### config.mk
export PLATFORM = sky130hd
export DESIGN_NAME = reaction_timer_core
export DESIGN_NICKNAME = d
export VERILOG_FILES = /design/src/rtl/reaction_timer_pkg.sv /design/src/rtl/bcd_counter4.sv /design/src/rtl/reaction_timer_core.sv
export SDC_FILE = /design/constraint.sdc
export NUM_CORES = 1
export LEC_CHECK = 0
export BUFFER_PORTS_ARGS = -buffer_cell sky130_fd_sc_hd__buf_4
export CAP_MARGIN = 20
export CORE_MARGIN = 4
export CORE_UTILIZATION = 49
export CTS_CLUSTER_SIZE = 24
export DETAILED_ROUTE_END_ITERATION = 10
export PLACE_DENSITY = 0.66
export SLEW_MARGIN = 20
export SYNTH_ARGS = -nofsm -noshare
export SYNTH_HDL_FRONTEND = slang
export SYNTH_SLANG_ARGS = --single-unit
### constraint.sdc
create_clock -name clk -period 5.85 [get_ports clk]
set_input_delay 0.585 -clock clk [delete_from_list [all_inputs] [get_ports clk]]
set_output_delay 0.585 -clock clk [all_outputs]
set_load 0.02 [all_outputs]
### src/rtl/reaction_timer_pkg.sv
// Shared types and constants for the reaction timer core and its BCD counter.
package reaction_timer_pkg;

    typedef enum logic [2:0] {
        IDLE  = 3'd0,
        WAIT  = 3'd1,
        GO    = 3'd2,
        DONE  = 3'd3,
        FAULT = 3'd4
    } state_t;

    localparam logic [3:0]  BLANK_DIGIT = 4'hF;
    localparam logic [3:0]  BCD_MAX     = 4'd9;
    localparam logic [15:0] LFSR_SEED   = 16'hACE1;

endpackage

### src/rtl/bcd_counter4.sv
// Four-digit BCD up-counter with synchronous clear; saturates at 9999.
module bcd_counter4
    import reaction_timer_pkg::*;
(
    input  logic       clk,
    input  logic       rst_n,
    input  logic       clear,
    input  logic       inc,
    output logic [3:0] d3,
    output logic [3:0] d2,
    output logic [3:0] d1,
    output logic [3:0] d0,
    output logic       at_max
);

    logic [15:0] cnt_q;
    logic [15:0] cnt_d;
    logic        carry;

    assign at_max = (cnt_q == {4{BCD_MAX}});

    // Ripple decimal carry from the units digit upward.
    always_comb begin
        cnt_d = cnt_q;
        carry = 1'b1;
        for (int i = 0; i < 4; i++) begin
            if (carry) begin
                if (cnt_q[4*i +: 4] == BCD_MAX) begin
                    cnt_d[4*i +: 4] = 4'd0;
                end else begin
                    cnt_d[4*i +: 4] = cnt_q[4*i +: 4] + 4'd1;
                    carry           = 1'b0;
                end
            end
        end
    end

    always_ff @(posedge clk or negedge rst_n) begin
        if (!rst_n) begin
            cnt_q <= '0;
        end else if (clear) begin
            cnt_q <= '0;
        end else if (inc && !at_max) begin
            cnt_q <= cnt_d;
        end
    end

    assign d3 = cnt_q[15:12];
    assign d2 = cnt_q[11:8];
    assign d1 = cnt_q[7:4];
    assign d0 = cnt_q[3:0];

endmodule

### src/rtl/reaction_timer_core.sv
// Reaction timer control: random wait, GO lamp, millisecond BCD count until react.
//
// state | meaning
// IDLE  | after reset, display 0000
// WAIT  | random delay running, display blank
// GO    | lamp lit, counting ticks in BCD
// DONE  | final count frozen on display
// FAULT | react pressed before GO, display blank
module reaction_timer_core
    import reaction_timer_pkg::*;
#(
    parameter int CLK_HZ           = 50_000_000,
    parameter int TICK_HZ          = 1000,
    parameter int DELAY_MIN_MS     = 1000,
    parameter int DELAY_RANGE_BITS = 11
) (
    input  logic       clk,
    input  logic       rst_n,
    input  logic       start,
    input  logic       react,
    output logic [3:0] digit3,
    output logic [3:0] digit2,
    output logic [3:0] digit1,
    output logic [3:0] digit0,
    output logic       led_go,
    output logic       early,
    output logic       overflow
);

    localparam int DIV = CLK_HZ / TICK_HZ;
    localparam int PW  = (DIV > 2) ? $clog2(DIV) : 1;
    localparam int DW  = 16;

    state_t          state_q, state_d;
    logic            start_q, react_q;
    logic            start_re, react_re;
    logic [15:0]     lfsr_q;
    logic [PW-1:0]   presc_q;
    logic            tick;
    logic [DW-1:0]   delay_q;
    logic [DW-1:0]   rand_ext;
    logic            enter_timed;
    logic            cnt_clear, cnt_inc, ovf_set;
    logic            ovf_q;
    logic [3:0]      c3, c2, c1, c0;
    logic            at_max;

    // Previous values reset high so a button held through reset is not an edge.
    always_ff @(posedge clk or negedge rst_n) begin
        if (!rst_n) begin
            start_q  <= 1'b1;
            react_q  <= 1'b1;
            start_re <= 1'b0;
            react_re <= 1'b0;
        end else begin
            start_q  <= start;
            react_q  <= react;
            start_re <= start & ~start_q;
            react_re <= react & ~react_q;
        end
    end

    always_ff @(posedge clk or negedge rst_n) begin
        if (!rst_n) begin
            lfsr_q <= LFSR_SEED;
        end else begin
            lfsr_q <= {lfsr_q[14:0], lfsr_q[15] ^ lfsr_q[13] ^ lfsr_q[12] ^ lfsr_q[10]};
        end
    end

    generate
        if (DELAY_RANGE_BITS == 0) begin : g_fixed_delay
            assign rand_ext = '0;
        end else begin : g_rand_delay
            assign rand_ext = DW'(lfsr_q[DELAY_RANGE_BITS-1:0]);
        end
    endgenerate

    assign tick        = (presc_q == PW'(DIV - 1));
    assign enter_timed = (state_d != state_q) && ((state_d == WAIT) || (state_d == GO));

    always_ff @(posedge clk or negedge rst_n) begin
        if (!rst_n) begin
            presc_q <= '0;
        end else if (enter_timed || tick) begin
            presc_q <= '0;
        end else begin
            presc_q <= presc_q + PW'(1);
        end
    end

    always_ff @(posedge clk or negedge rst_n) begin
        if (!rst_n) begin
            delay_q <= '0;
        end else if ((state_d == WAIT) && (state_q != WAIT)) begin
            delay_q <= DW'(DELAY_MIN_MS) + rand_ext;
        end else if ((state_q == WAIT) && tick) begin
            delay_q <= delay_q - DW'(1);
        end
    end

    always_ff @(posedge clk or negedge rst_n) begin
        if (!rst_n) begin
            state_q <= IDLE;
        end else begin
            state_q <= state_d;
        end
    end

    // react_re outranks a coincident tick in both WAIT and GO.
    always_comb begin
        state_d   = state_q;
        cnt_clear = 1'b0;
        cnt_inc   = 1'b0;
        ovf_set   = 1'b0;
        case (state_q)
            IDLE: begin
                if (start_re) state_d = WAIT;
            end
            WAIT: begin
                if (react_re) begin
                    state_d = FAULT;
                end else if (tick && (delay_q <= DW'(1))) begin
                    state_d   = GO;
                    cnt_clear = 1'b1;
                end
            end
            GO: begin
                if (react_re) begin
                    state_d = DONE;
                end else if (tick) begin
                    if (at_max) begin
                        state_d = DONE;
                        ovf_set = 1'b1;
                    end else begin
                        cnt_inc = 1'b1;
                    end
                end
            end
            DONE, FAULT: begin
                if (start_re) state_d = WAIT;
            end
            default: state_d = IDLE;
        endcase
    end

    always_ff @(posedge clk or negedge rst_n) begin
        if (!rst_n) begin
            ovf_q <= 1'b0;
        end else if (cnt_clear) begin
            ovf_q <= 1'b0;
        end else if (ovf_set) begin
            ovf_q <= 1'b1;
        end
    end

    bcd_counter4 u_cnt (
        .clk    (clk),
        .rst_n  (rst_n),
        .clear  (cnt_clear),
        .inc    (cnt_inc),
        .d3     (c3),
        .d2     (c2),
        .d1     (c1),
        .d0     (c0),
        .at_max (at_max)
    );

    // Display is a pure decode of registered state and count.
    always_comb begin
        {digit3, digit2, digit1, digit0} = 16'h0000;
        case (state_q)
            WAIT, FAULT: {digit3, digit2, digit1, digit0} = {4{BLANK_DIGIT}};
            GO, DONE:    {digit3, digit2, digit1, digit0} = {c3, c2, c1, c0};
            default:     {digit3, digit2, digit1, digit0} = 16'h0000;
        endcase
    end

    assign led_go   = (state_q == GO);
    assign early    = (state_q == FAULT);
    assign overflow = ovf_q;

endmodule

Yosys cells after proc, flatten, opt, wreduce, memory -nomap -nowiden --
Index checks and enable logic that the tools add are counted.
Storage, ports and cells: flip-flop bits (word level) 72, bits of input ports 4, output and inout port bits 19, word-level logic and storage cells 104
Cells by class: $add $sub $neg 7, $lt $le $gt $ge 1, eq/ne operators 14, muxes and demuxes 41, bitwise logic cells 7, reductions and logical operators 21
Operators by type and width (number):
- 2-to-1 mux 16 bit | 5
- == test 16 bit (second input constant) | 2
- case mux 4 bit (2 select lines) | 4
- 2-to-1 mux 4 bit | 7
- 2-to-1 mux 1 bit | 18
- 2-to-1 mux 3 bit | 6
- adder 16 x 1 -> 16 bit (second input constant) | 1
- adder 4 x 1 -> 4 bit (second input constant) | 4
- == test 4 bit (second input constant) | 4
- <= comparator 16 x 1 -> 1 bit (second input constant) | 1
- subtractor 16 x 1 -> 16 bit (second input constant) | 1
- adder 10 x 11 -> 12 bit (first input constant) | 1
- nonzero test 2 bit | 6
- == test 3 x 2 -> 1 bit (second input constant) | 3
- case mux 3 bit (3 select lines) | 1
- == test 3 x 1 -> 1 bit (second input constant) | 2
- AND reduction 2 bit | 3
- logical AND 1 bit | 5
- OR reduction 2 bit | 2
- == test 3 bit (second input constant) | 1
- logical NOT 3 bit | 1
- inequality test 3 x 1 -> 1 bit (second input constant) | 1
- inequality test 3 bit | 1
- OR reduction 3 bit | 1
- 5 further kinds | 10

Depth between registers and ports, before layout --
Gate-level depths: netlist (run 1).
depth after elaboration 10, mapped depth 8, mapped depth without buffers 7

Modules after synthesis --
A second synthesis (run 1) with hierarchy kept.
Second synthesis, totals: cell total of the unflattened synthesis 392, area, all modules 3945.0 um^2
By module, submodules not included:
- reaction_timer_core | times used 1, cells an instance 285, area each 2916.5 um^2, sequential area each 1413.9 um^2
- bcd_counter4 | times used 1, cells an instance 107, area each 1028.5 um^2, sequential area each 400.4 um^2

Least setup slack after synthesis (run 1) --
Ideal clock, no wire load.
kind register -> output, start point reg state_q[1], end point out digit0[0], arrival time 1.817 ns, data required time 5.265 ns, setup slack 3.448 ns, stages on the path, launching flop included 7, buffers on the path 3, cell sequence dfrtp_1 -> clkbuf_2 -> or3b_2 -> clkbuf_1 -> o21ai_1 -> clkbuf_1 -> a21o_1
Between the ends: longest elaborated chain between the ends 3, elaborated cells between the ends (all ways) 7, those cells by class 4 x eq/ne; 1 x mux; 2 x reduce/logical
Ends and longest elaborated chain:
- from (decl) | line reaction_timer_core.sv:34 | state_t state_q, state_d;
- from (signal assigned) | line reaction_timer_core.sv:106 | state_q <= state_d;
- == test 3 x 2 -> 1 bit (tied with other cells) | line reaction_timer_core.sv:172 | case (state_q)
- OR reduction 2 bit | line reaction_timer_core.sv:172
- case mux 4 bit (2 select lines) * | line reaction_timer_core.sv:172
- to (decl) | line reaction_timer_core.sv:24 | output logic [3:0] digit0,
Mark *: on every way between the ends. The rest lies on a longest branch, timed or not.

Worst setup path after layout (run 1) --
start point reg delay_q[8], end point reg presc_q[12]
Between the ends: longest elaborated chain between the ends 10, elaborated cells between the ends (all ways) 12, those cells by class 1 x order compare; 3 x eq/ne; 4 x mux; 4 x reduce/logical
Ends and longest elaborated chain:
- from (decl) | line reaction_timer_core.sv:40 | logic [DW-1:0] delay_q;
- from (signal assigned) | line reaction_timer_core.sv:96 | delay_q <= DW'(DELAY_MIN_MS) + rand_ext;
- from (signal assigned) | line reaction_timer_core.sv:98 | delay_q <= delay_q - DW'(1);
- <= comparator 16 x 1 -> 1 bit * | line reaction_timer_core.sv:123 | end else if (tick && (delay_q <= DW'(1))) begin
- logical AND 1 bit * | line reaction_timer_core.sv:123
- 2-to-1 mux 3 bit * | line reaction_timer_core.sv:123
- 2-to-1 mux 3 bit * | line reaction_timer_core.sv:121 | if (react_re) begin
- case mux 3 bit (3 select lines) * | line reaction_timer_core.sv:116 | case (state_q)
- == test 3 x 1 -> 1 bit / == test 3 x 2 -> 1 bit (equally long branches) | line reaction_timer_core.sv:80 | assign enter_timed = (state_d != state_q) && ((state_d == WAIT) || (state_d == GO));
- logical OR 1 bit | line reaction_timer_core.sv:80
- logical AND 1 bit * | line reaction_timer_core.sv:80
- logical OR 1 bit * | line reaction_timer_core.sv:85 | end else if (enter_timed || tick) begin
- 2-to-1 mux 16 bit * | line reaction_timer_core.sv:85
- to (signal assigned) | line reaction_timer_core.sv:88 | presc_q <= presc_q + PW'(1);
- to (decl) | line reaction_timer_core.sv:38 | logic [PW-1:0] presc_q;
Marks and branches as above. A chain may end at the register's enable or synchronous reset.

==> flow_summary.ini, run 1 <==
[power]
ir_drop_v = 0.000140
combPwrFrac_pct = 25.3
power.total_uw = 1340
p_int_uw = 911
power.share.switching_pct = 32.2
p_sw_uw = 432
pwr-share-clk_pct = 31.2
power.leakage_uw = 0.00195
cellPowerDensity_nw_per_um2 = 315
seq_power_share_pct = 43.5

[clocking]
cts.htree.levels = 3
cts_sinks = 72
clockRootBuffer = clkbuf_8
cts.repair.resized = 0
cts_tree = built
post_cts_buffers = 0
hold_buffers = 0
clock_latency_ps = 350
clkTransAtPathRegs_ps = 80
cts_buffer_depth = 2
numCtsBuffers = 9

[logic_synthesis]
async_flop_share_pct = 100
synth.cell_area_um2 = 3840
ys_seq_elements = 72
yosys_warnings = 0
syn-num-nets = 394
synth_edf_count = 0
ys_seq_area_share_pct = 47.2
yosysUniqueCellTypes = 58
synth.avg_cell_area_um2 = 10.2
synthCells = 378
synth-main-ff-cell = dfrtp_1

[timing]
worstMarginPinSlew_ps = 891
tns_ps = 0
fmax_mhz = 375
setup_viol = 0
drv_slew = 0
grt_setup_unrepaired = false
maxSlewHeadroom_pct = 40.6
timing.final.crit_share_pct = 45.6
clock_skew_ps = 10.3
min_period_ps = 2670
hold_violations = 0

[drt]
wirelength_um = 7820
antenna_left = 0
routedWlPerCell_um = 15.6
viasPerCell = 5.63
post-route-drc-count = 0
dr.pass1.iters = 4
vias = 2826
drt_iter0_drc = 95

[setup_path]
critPathArrivalTime_ps = 2900
critPathMaxFanout = 19
cp-start-kind = register
cp.required_ps = 6080
path_class = reg2reg
r2r_cells = 5
r2r_slack_ps = 3180
critPathCaptureType = register

[floorplan]
core_area_um2 = 7690
start_util_pct = 50.0
std_cell_rows = 32
die_width_um = 96.6
dieHeight_um = 96.6
die-area_um2 = 9320
boundaryPins = 23

[grt]
grt_use_total_pct = 18.5
gr-total-overflow = 0
grt_max_degree = 73
grt_pass1_vias = 2768
grt_pass1_wl_um = 13200
antenna_found_initial = 0

[final_layout]
finalNetCount = 411
drive_gt1_share_pct = 16.5
final_common_cell = dfrtp_1
n_antenna_cell = 0
most-common-layout-cells = dfrtp_1, nor2_1, buf_4
syn2layout_area_growth_pct = 11.1
fill_cells = 712

[flow_run]
maxCapViolCount = 0

[worst_hold_path]
worstHoldPathType = in2reg
hold_depth = 1

[placement]
place_congestion = 0.827
dp.final_hpwl_um = 5260
portBuffers = 22

[status]
run_status = finished clean
final cells by class:
class	instances	area, um2	area share (%)
Tap cell	102	128	2.99
Clock inverter	5	63.8	1.49
Clock buffer	11	151	3.55
Multi-Input combinational cell	282	1920	44.9
Inverter	8	30.0	0.703
Sequential cell	72	1810	42.5
Timing Repair Buffer	22	165	3.87
flip-flops by register name, summed over array words and instances, names as in the netlist:
signal / cells
react_re: 1
presc_q: 16
lfsr_q: 16
start_q: 1
react_q: 1
overflow: 1
start_re: 1
u_cnt.cnt_q: 16
delay_q: 16
state_q: 3
cells in the mapped netlist, types with 6 or more instances:
cell / count / area, um2
nor3_1: 10 / 50.1
xnor2_1: 18 / 158
nor2b_1: 6 / 37.5
dfstp_2: 10 / 263
and3_1: 9 / 56.3
a21oi_1: 12 / 60.1
nand3_1: 7 / 35.0
ha_1: 12 / 150
a21o_1: 16 / 120
inv_1: 8 / 30.0
clkbuf_1: 7 / 26.3
dfrtp_1: 62 / 1550
mux2i_1: 7 / 70.1
nand4_1: 11 / 68.8
nor2_1: 47 / 176
nand2_1: 19 / 71.3
o21ai_0: 15 / 75.1
xor2_1: 15 / 131
through the flow:
stage	setup slack [ps]	util, %	std cells	hold slack, ps	instance area, um2
global route	2980	55.6	502	316	4270
finish	3180	55.6	502	344	4270
detailed placement	2980	52.7	486	346	4050
floorplan	3450	-	378	289	3840
CTS	2880	55.5	502	326	4260
global placement	3080	52.7	486	336	4050
cells by family after synthesis:
group           after synthesis  synth area share (%)
xor+xnor                     33                  7.52
compound gates               67                  11.5
fa+ha+maj                    12                  3.91
simple gates                163                  25.0
buf+inv                      24                  3.06
flops                        72                  47.2
mux                           7                  1.82
worst max-delay path, stage by stage, from the launching register on:
cell and delay, ps:
dfrtp_1 450, or4_4 540, nor4b_1 420, and4b_1 750, or2b_2 310, nor2_1 70
worst paths after layout:
kind,startpoint,endpoint
max,delay_q[8]$_DFFE_PN0P_,presc_q[12]$_DFF_PN0_
min,react,react_q$_DFF_PN1_
max reg2reg,delay_q[8]$_DFFE_PN0P_,presc_q[12]$_DFF_PN0_
min reg2reg,lfsr_q[14]$_DFF_PN0_,lfsr_q[15]$_DFF_PN1_
max in group asynchronous,rst_n,u_cnt.cnt_q[13]$_DFFE_PN0P_
min in group asynchronous,rst_n,u_cnt.cnt_q[11]$_DFFE_PN0P_
power by group through the flow:
stage | Sequential (uW) | Clock [uW] | Combinational, uW
finish | 584 | 419 | 340
global route | 592 | 454 | 373
CTS | 582 | 432 | 347
detailed placement | 592 | 0 | 345
global placement | 590 | 0 | 341
floorplan | 578 | 0 | 227
per-layer routing:
layer | up-vias | wire (um) | global-route usage, %
li1 | 1395 | - | -
met1 | 1382 | 3700 | 24.6
met2 | 42 | 3750 | 29.5
met3 | 7 | 270 | 4.34
met4 | 0 | 90 | 6.31
met5 | - | 0 | 0
(Power assumes the default switching activity.)
==> run 2, diff against run 1 <==
Clock period 5.85 ns to 2.7 ns, I/O delays scaled along.
==> flow_summary.ini, run 2 (same netlist as run 1, synthesis figures left out) <==
[final_layout]
n_antenna_cell = 0
drive_gt1_share_pct = 17.0
fill_cells = 700
final_common_cell = dfrtp_1
most-common-layout-cells = dfrtp_1, nor2_1, buf_4
fin_cells = 507
finalNetCount = 416
syn2layout_area_growth_pct = 12.3

[clocking]
hold_buffers = 0
cts_buffer_depth = 2
clockRootBuffer = clkbuf_8
numCtsBuffers = 9
post_cts_buffers = 0
clkTransAtPathRegs_ps = 80
cts.htree.levels = 3
cts_tree = built
clock_latency_ps = 350
cts_sinks = 72
cts.repair.resized = 0

[power]
power.leakage_uw = 0.00199
cellPowerDensity_nw_per_um2 = 690
ir_drop_v = 0.000338

[drt]
top_layer_used = met4
dr.pass1.iters = 4
vias = 2858
wirelength_um = 7640
routedWlPerCell_um = 15.1
viasPerCell = 5.64
met2_length_um = 3600
antenna_left = 0
wl_met1_um = 3580
post-route-drc-count = 0
drt_iter0_drc = 71
route.met3.wl_um = 264

[floorplan]
start_util_pct = 50.0
dieHeight_um = 96.6
boundaryPins = 23
core_area_um2 = 7690
die_width_um = 96.6
std_cell_rows = 32
die-area_um2 = 9320

[timing]
tns_ps = 0
clock_skew_ps = 9.35
drv_slew = 0
hold_violations = 0
setup_viol = 0
worstMarginPinSlew_ps = 890
fin_ws_ps = 320
maxSlewHeadroom_pct = 40.6
min_period_ps = 2380
timing.final.crit_share_pct = 88.1
grt_setup_unrepaired = false
fmax_mhz = 420

[grt]
grt_pass1_wl_um = 12800
grt_max_degree = 73
grt_use_total_pct = 17.7
grt_pass1_vias = 2707
antenna_found_initial = 0
gr-total-overflow = 0

[placement]
dp.final_hpwl_um = 5240
place_congestion = 0.838
post-place-ws_ps = 325
dp_cells = 491
portBuffers = 22

[setup_path]
critPathMaxFanout = 9
r2r_slack_ps = 320
path_class = reg2reg
path_cells = ha_1 -> and3_1 -> and4_1 -> nand4_1 -> or4_1 -> a21oi_1
cp-start-kind = register
critPathCaptureType = register
reg2reg_from = presc_q[0]$_DFF_PN0_
cp.required_ps = 2960
r2r_cells = 6
critPathArrivalTime_ps = 2640
cpPeakStageDelay_ps = 490
r2r_end = delay_q[15]$_DFFE_PN0P_
critPathSlowestCell = or4_1

[worst_hold_path]
worstHoldPathType = in2async

[status]
run_status = finished clean

[flow_run]
maxCapViolCount = 0
-- run 2: worst max path at each step --
stage / from / endpoint / slack [ps] / depth (start not counted)
final: presc_q[0]$_DFF_PN0_ / delay_q[15]$_DFFE_PN0P_ / 320 / 6
after global routing: presc_q[0]$_DFF_PN0_ / delay_q[15]$_DFFE_PN0P_ / 120 / 6
after CTS: presc_q[0]$_DFF_PN0_ / delay_q[15]$_DFFE_PN0P_ / 310 / 6
after detailed placement: presc_q[0]$_DFF_PN0_ / delay_q[15]$_DFFE_PN0P_ / 330 / 6
after global placement: presc_q[0]$_DFF_PN0_ / delay_q[3]$_DFFE_PN0P_ / 440 / 6
after floorplan: state_q[1]$_DFF_PN0_ / digit0[0] / 610 / 6
-- run 2: stage by stage --
stage | cell area [um2] | power [uW] | hold WS, ps | utilization, %
CTS | 4320 | 3010 | 21.1 | 56.1
global placement | 4090 | 2020 | 336 | 53.2
finish | 4320 | 2980 | 32.9 | 56.1
detailed placement | 4090 | 2030 | 340 | 53.2
floorplan | 3840 | 1750 | -25.6 | -
global route | 4320 | 3130 | 29.6 | 56.1
-- run 2: final cells by class --
cell class                 count  area [um2]  share of cell area, %
multi-input combinational    282        1910                   44.3
sequential                    72        1810                   42.0
timing repair buffer          27         203                   4.70
clock buffer                  10         138                   3.19
tap                          102         128                   2.96
clock inverter                 6        91.3                   2.12
inverter                       8        30.0                  0.696
-- run 2: worst max-delay path: cells and delay by family (launching register included) --
family	cells	cell delay, ps
adder cells (fa/ha/maj)	1	180
AND/OR/NAND/NOR	4	1550
AO/OA/AOI/OAI	1	180
flip-flops	1	360
-- run 2: per-layer routing --
layer,GRT usage (%),vias up
li1,-,1400
met1,23.3,1400
met2,28.7,42
met3,2.63,16
met4,8.53,0
met5,0,-
-- run 2: power by group --
| part | total [uW] | switching, uW | internal, uW | leakage (uW) |
|---|---|---|---|---|
| clock network | 977 | 426 | 550 | 0.000117 |
| registers | 1260 | 98.7 | 1170 | 0.000937 |
| logic | 739 | 406 | 333 | 0.000935 |
| total | 2980 | 931 | 2050 | 0.00199 |
